`config.mk`:
```
export PLATFORM = sky130hd
export DESIGN_NAME = itch_msg_framer_flat
export DESIGN_NICKNAME = d
export VERILOG_FILES = /design/src/rtl/itch_pkg.sv /design/src/rtl/itch_msg_framer_if.sv /design/src/rtl/itch_idle_timer.sv /design/src/rtl/itch_msg_framer.sv /design/src/flat_wrapper.sv
export SDC_FILE = /design/constraint.sdc
export NUM_CORES = 1
export LEC_CHECK = 0
export CAP_MARGIN = 25
export CORE_MARGIN = 2
export CORE_UTILIZATION = 50
export CTS_CLUSTER_SIZE = 30
export DETAILED_ROUTE_END_ITERATION = 8
export GPL_TIMING_DRIVEN = 0
export PLACE_DENSITY = 0.76
export SYNTH_ARGS = -nofsm -noshare
export SYNTH_HDL_FRONTEND = slang
export SYNTH_HIERARCHICAL = 1
export SYNTH_SLANG_ARGS = --single-unit
```
`constraint.sdc`:
```
create_clock -name clk -period 2.49 [get_ports clk]
set_input_delay 0.249 -clock clk [delete_from_list [all_inputs] [get_ports clk]]
set_output_delay 0.249 -clock clk [all_outputs]
set_load 0.02 [all_outputs]
```
`src/rtl/itch_pkg.sv`:
```
// Shared definitions for the ITCH ingress framing stages: framer states,
// common message type bytes and the default body-length limit.
package itch_pkg;

    typedef enum logic [1:0] {
        ST_LEN  = 2'd0,
        ST_BODY = 2'd1,
        ST_DROP = 2'd2
    } state_e;

    localparam logic [7:0] ITCH_ADD_ORDER = 8'h41;  // 'A'
    localparam logic [7:0] ITCH_EXECUTED  = 8'h45;  // 'E'
    localparam logic [7:0] ITCH_CANCEL    = 8'h58;  // 'X'
    localparam logic [7:0] ITCH_DELETE    = 8'h44;  // 'D'

    localparam int DEFAULT_MAX_MSG_LEN = 64;

endpackage

```
`src/rtl/itch_msg_framer_if.sv`:
```
// Stream bundle between TCP reassembly, the framer and the payload decoders.
// The framer takes the slave view; the upstream driver takes the master view.
interface itch_msg_framer_if #(
    parameter int IDX_W = 8
);
    logic [7:0]       tcp_payload_in;
    logic             tcp_byte_valid_in;
    logic [7:0]       payload_out;
    logic             payload_valid_out;
    logic             start_flag;
    logic             end_flag;
    logic [IDX_W-1:0] byte_index;
    logic [7:0]       msg_type;
    logic [IDX_W-1:0] msg_len_out;
    logic             len_err;
    logic             abort;

    modport slave (
        input  tcp_payload_in, tcp_byte_valid_in,
        output payload_out, payload_valid_out, start_flag, end_flag,
               byte_index, msg_type, msg_len_out, len_err, abort
    );

    modport master (
        output tcp_payload_in, tcp_byte_valid_in,
        input  payload_out, payload_valid_out, start_flag, end_flag,
               byte_index, msg_type, msg_len_out, len_err, abort
    );
endinterface

```
`src/rtl/itch_idle_timer.sv`:
```
// Saturating idle counter: counts enabled cycles, clears on request and
// pulses expire_o in the cycle the count reaches TIMEOUT_CYCLES (0 = never).
module itch_idle_timer #(
    parameter int TIMEOUT_CYCLES = 1024
) (
    input  logic clk,
    input  logic rst_n,
    input  logic en_i,
    input  logic clr_i,
    output logic expire_o
);
    localparam int CNT_W = (TIMEOUT_CYCLES > 0) ? $clog2(TIMEOUT_CYCLES + 1) : 1;
    localparam logic [CNT_W-1:0] LAST    = CNT_W'((TIMEOUT_CYCLES > 0) ? TIMEOUT_CYCLES - 1 : 0);
    localparam logic [CNT_W-1:0] CNT_MAX = '1;

    logic [CNT_W-1:0] cnt_q, cnt_d;

    assign expire_o = (TIMEOUT_CYCLES != 0) && en_i && !clr_i && (cnt_q == LAST);

    always_comb begin
        cnt_d = cnt_q;
        if (clr_i || expire_o) begin
            cnt_d = '0;
        end else if (en_i && (cnt_q != CNT_MAX)) begin
            cnt_d = cnt_q + CNT_W'(1);
        end
    end

    // NOTE: state registers use non-blocking assignments so every flop samples pre-edge values.
    always_ff @(posedge clk or negedge rst_n) begin
        if (!rst_n) cnt_q <= '0;
        else        cnt_q <= cnt_d;
    end
endmodule

```
`src/rtl/itch_msg_framer.sv`:
```
// Strips the big-endian length prefix from an ITCH byte stream and forwards
// each message body with start/end flags, byte index, length and type.
module itch_msg_framer
    import itch_pkg::*;
#(
    parameter int LEN_BYTES      = 2,
    parameter int MAX_MSG_LEN    = DEFAULT_MAX_MSG_LEN,
    parameter int IDX_W          = 8,
    parameter int TIMEOUT_CYCLES = 1024
) (
    input logic                clk,
    input logic                rst_n,
    itch_msg_framer_if.slave   bus
);
    localparam int LW = 8 * LEN_BYTES;
    localparam logic [LW-1:0] MAX_L    = LW'(MAX_MSG_LEN);
    localparam logic [2:0]    LAST_LEN = 3'(LEN_BYTES - 1);

    state_e           state_q, state_d;
    logic [2:0]       len_cnt_q, len_cnt_d;
    logic [LW-1:0]    acc_q, acc_d, acc_shift;
    logic [LW-1:0]    rem_q, rem_d;
    logic [7:0]       payload_q, payload_d, type_q, type_d;
    logic [IDX_W-1:0] idx_q, idx_d, mlen_q, mlen_d;
    logic             valid_q, valid_d, start_q, start_d, end_q, end_d;
    logic             err_q, err_d, abort_q, abort_d;
    logic             in_msg, expire;

    // A message is "open" once any prefix byte has arrived; only then can it stall.
    assign in_msg = (state_q != ST_LEN) || (len_cnt_q != 3'd0);

    itch_idle_timer #(.TIMEOUT_CYCLES(TIMEOUT_CYCLES)) u_idle_timer (
        .clk      (clk),
        .rst_n    (rst_n),
        .en_i     (in_msg && !bus.tcp_byte_valid_in),
        .clr_i    (bus.tcp_byte_valid_in || !in_msg),
        .expire_o (expire)
    );

    assign acc_shift = (acc_q << 8) | LW'(bus.tcp_payload_in);

    always_comb begin
        // NOTE: every variable gets a default first so no path can infer a latch.
        state_d   = state_q;
        len_cnt_d = len_cnt_q;
        acc_d     = acc_q;
        rem_d     = rem_q;
        payload_d = payload_q;
        type_d    = type_q;
        idx_d     = idx_q;
        mlen_d    = mlen_q;
        valid_d   = 1'b0;
        start_d   = 1'b0;
        end_d     = 1'b0;
        err_d     = 1'b0;
        abort_d   = 1'b0;

        if (bus.tcp_byte_valid_in) begin
            unique case (state_q)
                ST_LEN: begin
                    acc_d     = acc_shift;
                    len_cnt_d = len_cnt_q + 3'd1;
                    if (len_cnt_q == LAST_LEN) begin
                        acc_d     = '0;
                        len_cnt_d = 3'd0;
                        rem_d     = acc_shift;
                        if (acc_shift == '0) begin
                            err_d = 1'b1;
                        end else if (acc_shift > MAX_L) begin
                            err_d   = 1'b1;
                            state_d = ST_DROP;
                        end else begin
                            state_d = ST_BODY;
                            mlen_d  = IDX_W'(acc_shift);
                        end
                    end
                end
                ST_BODY: begin
                    valid_d   = 1'b1;
                    payload_d = bus.tcp_payload_in;
                    idx_d     = mlen_q - IDX_W'(rem_q);
                    rem_d     = rem_q - LW'(1);
                    if (rem_q == LW'(mlen_q)) begin
                        start_d = 1'b1;
                        type_d  = bus.tcp_payload_in;
                    end
                    if (rem_q == LW'(1)) begin
                        end_d   = 1'b1;
                        state_d = ST_LEN;
                    end
                end
                ST_DROP: begin
                    rem_d = rem_q - LW'(1);
                    if (rem_q == LW'(1)) state_d = ST_LEN;
                end
                default: state_d = ST_LEN;
            endcase
        end else if (expire) begin
            abort_d   = 1'b1;
            state_d   = ST_LEN;
            len_cnt_d = 3'd0;
            acc_d     = '0;
        end
    end

    always_ff @(posedge clk or negedge rst_n) begin
        if (!rst_n) begin
            state_q   <= ST_LEN;
            len_cnt_q <= 3'd0;
            acc_q     <= '0;
            rem_q     <= '0;
            payload_q <= '0;
            type_q    <= '0;
            idx_q     <= '0;
            mlen_q    <= '0;
            valid_q   <= 1'b0;
            start_q   <= 1'b0;
            end_q     <= 1'b0;
            err_q     <= 1'b0;
            abort_q   <= 1'b0;
        end else begin
            state_q   <= state_d;
            len_cnt_q <= len_cnt_d;
            acc_q     <= acc_d;
            rem_q     <= rem_d;
            payload_q <= payload_d;
            type_q    <= type_d;
            idx_q     <= idx_d;
            mlen_q    <= mlen_d;
            valid_q   <= valid_d;
            start_q   <= start_d;
            end_q     <= end_d;
            err_q     <= err_d;
            abort_q   <= abort_d;
        end
    end

    assign bus.payload_out       = payload_q;
    assign bus.payload_valid_out = valid_q;
    assign bus.start_flag        = start_q;
    assign bus.end_flag          = end_q;
    assign bus.byte_index        = idx_q;
    assign bus.msg_type          = type_q;
    assign bus.msg_len_out       = mlen_q;
    assign bus.len_err           = err_q;
    assign bus.abort             = abort_q;
endmodule

```
`src/flat_wrapper.sv`:
```
// flat-port wrapper written by rule: the top's interface ports become plain ports
module itch_msg_framer_flat import itch_pkg::*;
#(
    parameter int LEN_BYTES      = 2,
    parameter int MAX_MSG_LEN    = DEFAULT_MAX_MSG_LEN,
    parameter int IDX_W          = 8,
    parameter int TIMEOUT_CYCLES = 1024
)
  (clk, rst_n, bus_tcp_payload_in, bus_tcp_byte_valid_in, bus_payload_out, bus_payload_valid_out, bus_start_flag, bus_end_flag, bus_byte_index, bus_msg_type, bus_msg_len_out, bus_len_err, bus_abort);
  itch_msg_framer_if #(.IDX_W(IDX_W)) bus_i ();
  input logic clk;
  input logic rst_n;
  input wire logic [$bits(bus_i.tcp_payload_in)-1:0] bus_tcp_payload_in;
  input wire logic [$bits(bus_i.tcp_byte_valid_in)-1:0] bus_tcp_byte_valid_in;
  output wire logic [$bits(bus_i.payload_out)-1:0] bus_payload_out;
  output wire logic [$bits(bus_i.payload_valid_out)-1:0] bus_payload_valid_out;
  output wire logic [$bits(bus_i.start_flag)-1:0] bus_start_flag;
  output wire logic [$bits(bus_i.end_flag)-1:0] bus_end_flag;
  output wire logic [$bits(bus_i.byte_index)-1:0] bus_byte_index;
  output wire logic [$bits(bus_i.msg_type)-1:0] bus_msg_type;
  output wire logic [$bits(bus_i.msg_len_out)-1:0] bus_msg_len_out;
  output wire logic [$bits(bus_i.len_err)-1:0] bus_len_err;
  output wire logic [$bits(bus_i.abort)-1:0] bus_abort;
  assign bus_i.tcp_payload_in = bus_tcp_payload_in;
  assign bus_i.tcp_byte_valid_in = bus_tcp_byte_valid_in;
  assign bus_payload_out = bus_i.payload_out;
  assign bus_payload_valid_out = bus_i.payload_valid_out;
  assign bus_start_flag = bus_i.start_flag;
  assign bus_end_flag = bus_i.end_flag;
  assign bus_byte_index = bus_i.byte_index;
  assign bus_msg_type = bus_i.msg_type;
  assign bus_msg_len_out = bus_i.msg_len_out;
  assign bus_len_err = bus_i.len_err;
  assign bus_abort = bus_i.abort;
  itch_msg_framer #(.LEN_BYTES(LEN_BYTES), .MAX_MSG_LEN(MAX_MSG_LEN), .IDX_W(IDX_W), .TIMEOUT_CYCLES(TIMEOUT_CYCLES)) u_core (.clk(clk), .rst_n(rst_n), .bus(bus_i));
endmodule
```
Word-level counts from Yosys, hierarchy flattened --
Index checks and enable logic that the tools add are counted.
Storage, ports and cells: register bits 77, bits in latches 0, bits in writable memories 0, bits in read-only memories 0, word-level logic and storage cells 92, memories kept 0
Cells by class: $add $sub $neg 4, multipliers 0, divide/modulo/power cells 0, magnitude comparators 1, equal/unequal tests 12, shift-type cells 0, muxes and demuxes 34, bitwise operators 3, reduce and logical (&&, ||, !) cells 24
Operators by type and width (count):
- two-way mux 8 bit | 4
- one-hot mux 16 bit (2 select lines) | 1
- two-way mux 11 bit | 2
- equality test 16 x 1 -> 1 bit (second input constant) | 1
- equality test 16 x 8 -> 1 bit | 1
- greater-than comparator 16 x 7 -> 1 bit (second input constant) | 1
- logical NOT 16 bit | 1
- two-way mux 16 bit | 1
- bitwise OR 16 x 8 -> 16 bit | 1
- subtractor 16 x 1 -> 16 bit (second input constant) | 1
- two-way mux 1 bit | 15
- two-way mux 2 bit | 6
- two-way mux 3 bit | 4
- adder 11 x 1 -> 11 bit (second input constant) | 1
- equality test 11 x 10 -> 1 bit (second input constant) | 1
- inequality test 11 bit (second input constant) | 1
- nonzero test 2 bit | 4
- subtractor 8 bit | 1
- inequality test 3 x 2 -> 1 bit (second input constant) | 2
- AND reduction 3 bit | 2
- AND reduction 5 bit | 1
- logical AND 1 bit | 4
- inequality test 2 x 1 -> 1 bit (second input constant) | 2
- one-hot mux 2 bit (2 select lines) | 1
- 13 further kinds | 19

Depth between registers and ports, before layout --
Gate-level depths: netlist of run 1.
word-level depth 9, depth in mapped cells 12

By module --
Netlist of run 1, hierarchy kept.
By module, submodules not included:
- itch_msg_framer | times used 1, cells an instance 333, area each 3390.8 um^2, seq. area each 1651.6 um^2
- itch_idle_timer | times used 1, cells an instance 60, area each 598.1 um^2, seq. area each 275.3 um^2

Worst setup path before layout of run 1 --
Ideal clock, no wire load.
path type register to register, start point reg u_core.state_q[0], end point reg u_core.state_q[0], library setup time 121 ps, arrival time 2610 ps, slack -241 ps, stages on the path, launching flop included 12, path buffers 1, clock period less this slack 2731 ps, cells stage by stage dfrtp_1 > inv_1 > ha_1 > clkbuf_1 > a31o_2 > inv_1 > and4_2 > nor2b_1 > nor4b_1 > nor2_1 > or4_4 > a22o_1
On the way: longest elaborated chain between the ends 9, elaborated cells on any way between the ends 19
Ends and longest elaborated chain:
- start: declaration | line itch_msg_framer.sv:19 | state_e state_q, state_d;
- start signal: assignment | line itch_msg_framer.sv:122 | state_q <= state_d;
- nonzero test 2 bit * | line itch_msg_framer.sv:30 | assign in_msg = (state_q != ST_LEN) || (len_cnt_q != 3'd0);
- logical OR 1 bit * | line itch_msg_framer.sv:30
- logical NOT 1 bit | line itch_msg_framer.sv:36 | .clr_i (bus.tcp_byte_valid_in || !in_msg),
- logical OR 1 bit | line itch_msg_framer.sv:36
- logical NOT 1 bit | line itch_idle_timer.sv:18 | assign expire_o = (TIMEOUT_CYCLES != 0) && en_i && !clr_i && (cnt_q == LAST);
- logical AND 1 bit * (2 in a row) | line itch_idle_timer.sv:18
- net u_core.expire | line itch_msg_framer.sv:27 | logic in_msg, expire;
- nonzero test 2 bit (no line) *
- AND reduction 4 bit (no line) *
The timed path passes the listed nets; every way through them passes the cells marked *. A chain may end at the register's enable or synchronous reset.

Final worst setup path of run 1 --
start point reg u_core.state_q[1], end point reg u_core.state_q[0]
Same word-level chain as after synthesis.

==> reports/metrics.json, run 1 <==
{
  "grt_max_degree": 48,
  "synth.yosys.warnings": 6,
  "whs_ns": 0.206,
  "xor_xnor_fraction_of_synth_area_pct": 1.54,
  "wire_length_of_the_first_global_routing_pass_um": 16100,
  "top_level_ports": 48,
  "core.rowCount": 32,
  "hold_viol_final": 0,
  "synth_cell_type_count": 61,
  "critPathKind": "flop to flop",
  "clock_path_buffers": 2,
  "cts_htree_levels": 3,
  "number_of_global_route_vias_before_repair": 3260,
  "launch_instance_of_the_worst_register_to_register_path": "u_core/state_q[1]",
  "initialDrtViolationCount": 253,
  "synth_flop_cell": "sky130_fd_sc_hd__dfrtp_1",
  "area.growth.synth_to_final_pct": 23.7,
  "gpl.final_weighted_congestion": 0.893,
  "synth_simple_gate_area_share_pct": 18.2,
  "timing.slew.headroom_pct": 47.8,
  "critical_path.startpoint": "u_core/state_q[1]",
  "async_reset_ff_share_pct": 100,
  "hp-class": "input pin to flop",
  "insertion_delay_ns": 0.35,
  "dp.final_hpwl_um": 6760,
  "synth_top_cells_by_area": "sky130_fd_sc_hd__dfrtp_1 48%, sky130_fd_sc_hd__mux2_2 6.5%, sky130_fd_sc_hd__a21oi_1 3.9%, sky130_fd_sc_hd__ha_1 3.8%, sky130_fd_sc_hd__o21ai_0 3.1%",
  "drt_first_pass_iters": 5,
  "clkSinkCount": 77,
  "synth.mux.area_fraction_pct": 6.99,
  "antenna_left": 0,
  "syn_std_cell_area_sq_um": 3990,
  "fraction_of_final_layout_cells_sized_beyond_drive_strength_1_pct": 16.8,
  "power_per_cell_area_nw_per_um2": 994,
  "worstMarginPinSlew_ns": 0.779,
  "crit_arrival_ns": 2.62,
  "hold_path_startpoint": "bus_tcp_byte_valid_in",
  "synth_top_area_cell": "sky130_fd_sc_hd__dfrtp_1",
  "timing.final.setup_violations": 0,
  "path_max_fanout": 2,
  "finalWorstPathRequiredPeriod_ns": 2.38,
  "design.final.nets": 484,
  "avgViaCountPerCell": 6.01,
  "reg2reg_depth": 10,
  "synth.top_cells.by_count": "77 x sky130_fd_sc_hd__dfrtp_1, 31 x sky130_fd_sc_hd__a21oi_1, 29 x sky130_fd_sc_hd__nor2_1",
  "p_leak_nw": 2.14,
  "final.period_utilization_pct": 95.6,
  "clock_tree_skew_after_final_layout_ns": 0.0134,
  "synth_enable_flop_cells": 0,
  "tritoncts": "built",
  "synth_sequential_area_ratio_pct": 48.3,
  "synthesis.area_per_instance_sq_um": 10.1,
  "final_core_utilization_pct": 63.8,
  "setup.worst_path.end_class": "flop",
  "root_buffer": "sky130_fd_sc_hd__clkbuf_8",
  "fp.coreArea_sq_um": 7730,
  "die_height_um": 93.3,
  "setup_repair_after_global_routing_missed_its_margin": "true",
  "main_combinational_cell_family_by_area_after_synthesis": "simple AND/OR/NAND/NOR gates",
  "worst_setup_hold_path_clk_slew_ns": 0.09,
  "fmax_achieved_mhz": 420,
  "irDropWorstVdd_mv": 0.640,
  "cts_buffers": 9,
  "cp_data_required_time_ns": 2.73,
  "synthesis.instances": 393,
  "count_of_input_and_output_buffers": 45,
  "setup_ws_ns": 0.110,
  "antenna_found_initial": 0,
  "grt_util_all_layers_pct": 23.8,
  "synth_fa_ha_area_share_pct": 4.27,
  "hold-path-cell-count": 2,
  "gr-total-overflow": 0,
  "diodes": 0,
  "start_kind": "flop",
  "vias": 3406,
  "start_util_pct": 51.6,
  "wl_per_cell_um": 17.3,
  "yosysMostFrequentCell": "sky130_fd_sc_hd__dfrtp_1",
  "max_slew_violation_count": 0,
  "route.detailed.drc": 0,
  "design_power_total_mw": 4.90,
  "area_enclosed_by_the_die_boundary_sq_um": 8710,
  "floorplan.die.width_um": 93.3,
  "r2r_slack_ns": 0.11,
  "worstHoldEndpoint": "u_core/bus.abort",
  "post-synth-top-area-fraction_pct": 48.3,
  "cap_viol_max_count": 0,
  "synth-seq-cells": 77,
  "status": "complete, no violations",
  "dp_slack_ns": -0.203,
  "synth-compound-area-share_pct": 17.0,
  "synth_fp_nets": 417,
  "worst_r2r_dst": "u_core/state_q[0]",
  "total_routed_wirelength_um": 9800
}
[where the power goes]
part	leakage, nW	switching (mW)	internal [mW]	total [mW]
Sequential	1.02	0.359	1.58	1.94
Clock	0.0996	0.488	0.466	0.954
Combinational	1.02	1.13	0.880	2.01
[layout make-up]
cell class,instances,area [sq um]
multi-input cells,279,1970
repair buffers,58,568
fillers,652,2790
flip-flops and latches,77,1930
plain buffers,13,57.6
clock inverters,7,73.8
well taps,102,128
inverters,22,85.1
clock buffers,9,124
[worst max path at each step]
| stage | end | slack [ns] | depth (start not counted) |
|---|---|---|---|
| finish | u_core/state_q[0] | 0.11 | 10 |
| detailed placement | u_core/bus.msg_len_out[1] | -0.20 | 6 |
| CTS | u_core/state_q[0] | -0.04 | 11 |
| global route | u_core/state_q[0] | -0.01 | 10 |
| floorplan | u_core/state_q[0] | 0.01 | 11 |
| global placement | u_core/acc_q[5] | -1.50 | 1 |
[critical path, cell delays in order (launching register included)]
cell and delay (ns):
sky130_fd_sc_hd__dfrtp_1 0.37, sky130_fd_sc_hd__inv_2 0.06, sky130_fd_sc_hd__ha_4 0.17, sky130_fd_sc_hd__a31o_4 0.23, sky130_fd_sc_hd__inv_4 0.05, sky130_fd_sc_hd__and4_4 0.21, sky130_fd_sc_hd__nor2b_4 0.14, sky130_fd_sc_hd__nor4b_4 0.22
sky130_fd_sc_hd__nor2_1 0.07, sky130_fd_sc_hd__or4_4 0.53, sky130_fd_sc_hd__a22o_1 0.21
[timing repair]
| item | 4_1_cts | 5_1_grt |
|---|---|---|
| hold buffers | 1 | 0 |
| buffers inserted | 8 | 3 |
| gates cloned | 0 | 0 |
| pin swaps | 3 | 5 |
| setup endpoints to repair | 11 | 27 |
| resized for setup | 4 | 3 |
| hold endpoints to repair | 30 | 0 |
[sequential cells by signal, summed over array words and instances, names as in the netlist]
name / cells
u_core/bus.msg_len_out: 8
u_core/u_idle_timer/cnt_q: 11
u_core/bus.payload_out: 8
u_core/bus.end_flag: 1
u_core/state_q: 2
u_core/rem_q: 16
u_core/bus.payload_valid_out: 1
u_core/bus.byte_index: 8
u_core/len_cnt_q: 3
u_core/bus.start_flag: 1
u_core/acc_q: 8
u_core/bus.abort: 1
u_core/bus.len_err: 1
u_core/bus.msg_type: 8
[per-stage QoR]
step | cells | instance area [sq um] | TNS, ns
global route | 567 | 4930 | -0.0147
floorplan | 393 | 4030 | 0
finish | 567 | 4930 | 0
CTS | 566 | 4920 | -0.0372
detailed placement | 541 | 4630 | -2.92
global placement | 540 | 4610 | -117.77
[routing by layer]
layer / global-route usage (%) / routed length, um / vias up
met4: 9.31 / 255 / 0
met1: 33.9 / 4460 / 1669
met3: 3.38 / 554 / 29
met5: 0 / 0 / -
met2: 36.9 / 4530 / 130
li1: - / - / 1578
[kinds of logic after synthesis]
kind of cell | count (synthesis)
AOI/OAI and AO/OA | 105
xor gates and xnor gates | 7
adders and majority gates | 13
buffers and inverters | 37
DFF | 77
muxes | 25
and+or+nand+nor | 129
[cell usage in the layout, fill, tap and decap left out, types with 4 or more instances in the layout]
master	Yosys	final
sky130_fd_sc_hd__nor2_1	29	29
sky130_fd_sc_hd__nor3_1	9	9
sky130_fd_sc_hd__inv_1	21	19
sky130_fd_sc_hd__nand3_1	10	10
sky130_fd_sc_hd__o22a_1	5	5
sky130_fd_sc_hd__clkbuf_1	11	9
sky130_fd_sc_hd__ha_1	12	11
sky130_fd_sc_hd__nand2b_1	4	4
sky130_fd_sc_hd__buf_4	1	13
sky130_fd_sc_hd__o31ai_1	6	6
sky130_fd_sc_hd__nor4_1	6	6
sky130_fd_sc_hd__clkbuf_8	0	9
sky130_fd_sc_hd__xor2_1	4	4
sky130_fd_sc_hd__mux2_2	23	23
sky130_fd_sc_hd__clkdlybuf4s50_1	0	44
sky130_fd_sc_hd__nor2b_1	7	6
sky130_fd_sc_hd__nor3b_1	7	7
sky130_fd_sc_hd__dfrtp_1	77	77
sky130_fd_sc_hd__o22ai_1	6	6
sky130_fd_sc_hd__nand4_1	5	5
sky130_fd_sc_hd__a22o_1	9	9
sky130_fd_sc_hd__nand2_1	28	28
sky130_fd_sc_hd__o21ai_0	25	25
sky130_fd_sc_hd__a21oi_1	31	29
(Power assumes the default switching activity.)
==> inputs of run 2 (changes only) <==
--- a/config.mk
+++ b/config.mk
@@ -7,11 +7,11 @@
 export LEC_CHECK = 0
 export CAP_MARGIN = 25
 export CORE_MARGIN = 2
-export CORE_UTILIZATION = 50
+export CORE_UTILIZATION = 56
 export CTS_CLUSTER_SIZE = 30
 export DETAILED_ROUTE_END_ITERATION = 8
 export GPL_TIMING_DRIVEN = 0
-export PLACE_DENSITY = 0.76
+export PLACE_DENSITY = 0.8
 export SYNTH_ARGS = -nofsm -noshare
 export SYNTH_HDL_FRONTEND = slang
 export SYNTH_HIERARCHICAL = 1
==> constraint.sdc (replaced) <==
create_clock -name clk -period 2.25 [get_ports clk]
set_input_delay 0.225 -clock clk [delete_from_list [all_inputs] [get_ports clk]]
set_output_delay 0.225 -clock clk [all_outputs]
set_load 0.02 [all_outputs]
==> reports/metrics.json, run 2 (synthesized netlist as in run 1, its figures left out) <==
{
  "status": "finished with violations",
  "failed_checks": "negative setup slack",
  "floorplan.die.width_um": 88.4,
  "fp.coreArea_sq_um": 6830,
  "power_per_cell_area_nw_per_um2": 1120,
  "hp-class": "input pin to flop",
  "final-seq-area_sq_um": 1930,
  "insertion_delay_ns": 0.36,
  "multi_input_area_sq_um": 2050,
  "fmax_achieved_mhz": 417,
  "area.growth.synth_to_final_pct": 27.7,
  "hold_viol_final": 0,
  "largest_register_ffs": 16,
  "worstMarginPinSlew_ns": 0.761,
  "timing.final.setup_violations": 9,
  "wire_length_of_the_first_global_routing_pass_um": 15400,
  "setup_ws_ns": -0.150,
  "top_level_ports": 48,
  "reg.largest.list": "u_core/rem_q: 16 flops, u_core/u_idle_timer/cnt_q: 11 flops",
  "most_common_cell_after_layout_fill_and_taps_aside": "sky130_fd_sc_hd__dfrtp_1",
  "crit_arrival_ns": 2.64,
  "tritoncts": "built",
  "count_of_input_and_output_buffers": 45,
  "start_util_pct": 58.4,
  "timing.slew.headroom_pct": 49.0,
  "final_core_utilization_pct": 74.6,
  "cap_viol_max_count": 0,
  "area_enclosed_by_the_die_boundary_sq_um": 7810,
  "design.final.nets": 494,
  "share_clk_of_total_power_pct": 20.3,
  "route.detailed.drc": 0,
  "final.period_utilization_pct": 107,
  "setup_repair_after_global_routing_missed_its_margin": "true",
  "max_slew_violation_count": 0,
  "path_max_fanout": 4,
  "cp_data_required_time_ns": 2.49,
  "vias": 3497,
  "power_switching_mw": 2.24,
  "power_frac_seq_pct": 37.8,
  "combPwrFrac_pct": 41.9,
  "finalWorstPathRequiredPeriod_ns": 2.40,
  "diodes": 0,
  "start_kind": "flop",
  "nFillCells": 478,
  "gpl.final_weighted_congestion": 0.864,
  "grt_util_all_layers_pct": 25.9,
  "total_routed_wirelength_um": 10200,
  "clkSinkCount": 77,
  "wl_per_cell_um": 17.8,
  "setup.worst_path.end_class": "flop",
  "p_leak_nw": 2.20,
  "cts_htree_levels": 3,
  "die_height_um": 88.4,
  "antenna_left": 0,
  "clock_path_buffers": 2,
  "intPower_mw": 3.48,
  "cts_buffers": 9,
  "max_flop_register": "u_core/rem_q",
  "grt_max_degree": 41,
  "p_sw_share_pct": 39.2,
  "drt_first_pass_iters": 6,
  "irDropWorstVdd_mv": 0.741,
  "initialDrtViolationCount": 348,
  "clock_tree_skew_after_final_layout_ns": 0.0152,
  "avgViaCountPerCell": 6.12,
  "layout_common_cells": "74 x sky130_fd_sc_hd__dfrtp_1, 44 x sky130_fd_sc_hd__clkdlybuf4s50_1, 29 x sky130_fd_sc_hd__nor2_1, 29 x sky130_fd_sc_hd__a21oi_1, 27 x sky130_fd_sc_hd__nand2_1",
  "critPathKind": "flop to flop",
  "antenna_found_initial": 0,
  "core.rowCount": 30,
  "number_of_global_route_vias_before_repair": 3141,
  "fraction_of_final_layout_cells_sized_beyond_drive_strength_1_pct": 21.9,
  "design_power_total_mw": 5.72,
  "worst_setup_hold_path_clk_slew_ns": 0.08,
  "dp.final_hpwl_um": 6590,
  "root_buffer": "sky130_fd_sc_hd__clkbuf_8",
  "gr-total-overflow": 0
}
[run 2: power by group through the flow]
stage | clock, mW | combinational [mW] | sequential [mW]
4_1_cts | 1.19 | 2.15 | 2.14
3_3_place_gp | 0 | 2.00 | 2.15
3_5_place_dp | 0 | 2.07 | 2.17
5_1_grt | 1.25 | 2.59 | 2.20
2_1_floorplan | 0 | 1.32 | 2.21
6_report | 1.16 | 2.40 | 2.17
[run 2: path summary, 6_finish.rpt]
check                                         start                   endpoint  slack [ns]  cells past startpoint
max                               u_core/state_q[1]          u_core/state_q[0]       -0.15                     10
min                           bus_tcp_payload_in[6]  u_core/bus.msg_len_out[6]        0.24                      2
max reg2reg                       u_core/state_q[1]          u_core/state_q[0]       -0.15                     10
min reg2reg                u_core/bus.byte_index[1]   u_core/bus.byte_index[1]        0.48                      2
max in group asynchronous                     rst_n           u_core/rem_q[15]        1.29                      3
min in group asynchronous                     rst_n   u_core/bus.byte_index[3]        0.37                      2
[run 2: area by class of cell]
cell class	instances	share of cell area (%)
buffer	13	1.20
clock buffer	9	2.43
clock inverter	7	1.89
inverter	22	1.67
multi-input combinational	280	40.2
sequential	77	37.9
tap	96	2.36
timing repair buffer	67	12.3
[run 2: worst max-delay path, stage by stage (launching register included)]
cell                      delay [ns]
sky130_fd_sc_hd__dfrtp_1        0.36
sky130_fd_sc_hd__inv_2          0.06
sky130_fd_sc_hd__ha_4           0.17
sky130_fd_sc_hd__a31o_4         0.24
sky130_fd_sc_hd__inv_4          0.05
sky130_fd_sc_hd__and4_4         0.21
sky130_fd_sc_hd__nor2b_4        0.15
sky130_fd_sc_hd__nor4b_4        0.26
sky130_fd_sc_hd__nor2_1         0.07
sky130_fd_sc_hd__or4_4          0.52
sky130_fd_sc_hd__a22o_1         0.20
[run 2: what timing repair did]
action,in CTS,in global routing
pin swaps,4,8
buffers inserted,9,11
endpoints found under the hold margin,37,0
hold buffers,1,0
setup endpoints to repair,34,33
gates cloned,0,1
gates resized for setup,7,25
[run 2: stage by stage]
stage                     setup TNS [ns]  std cells  hold WS [ns]  area [sq um]  setup WS (ns)
after floorplan                   -0.368        393       -0.0706          4040         -0.196
after global placement           -135.02        534         0.461          4610          -1.67
after detailed placement           -7.85        535         0.231          4630         -0.404
after CTS                         -0.371        559         0.119          4930         -0.162
after global routing               -2.45        571         0.236          5090         -0.261
final                             -0.493        571         0.242          5090         -0.150
[run 2: metal layers]
metal	GRT usage, %	up-vias	part of all wire (%)
li1	-	1598	-
met1	35.9	1717	44
met2	39.4	160	47
met3	6.06	22	6.8
met4	11.0	0	2.2
met5	0	-	0
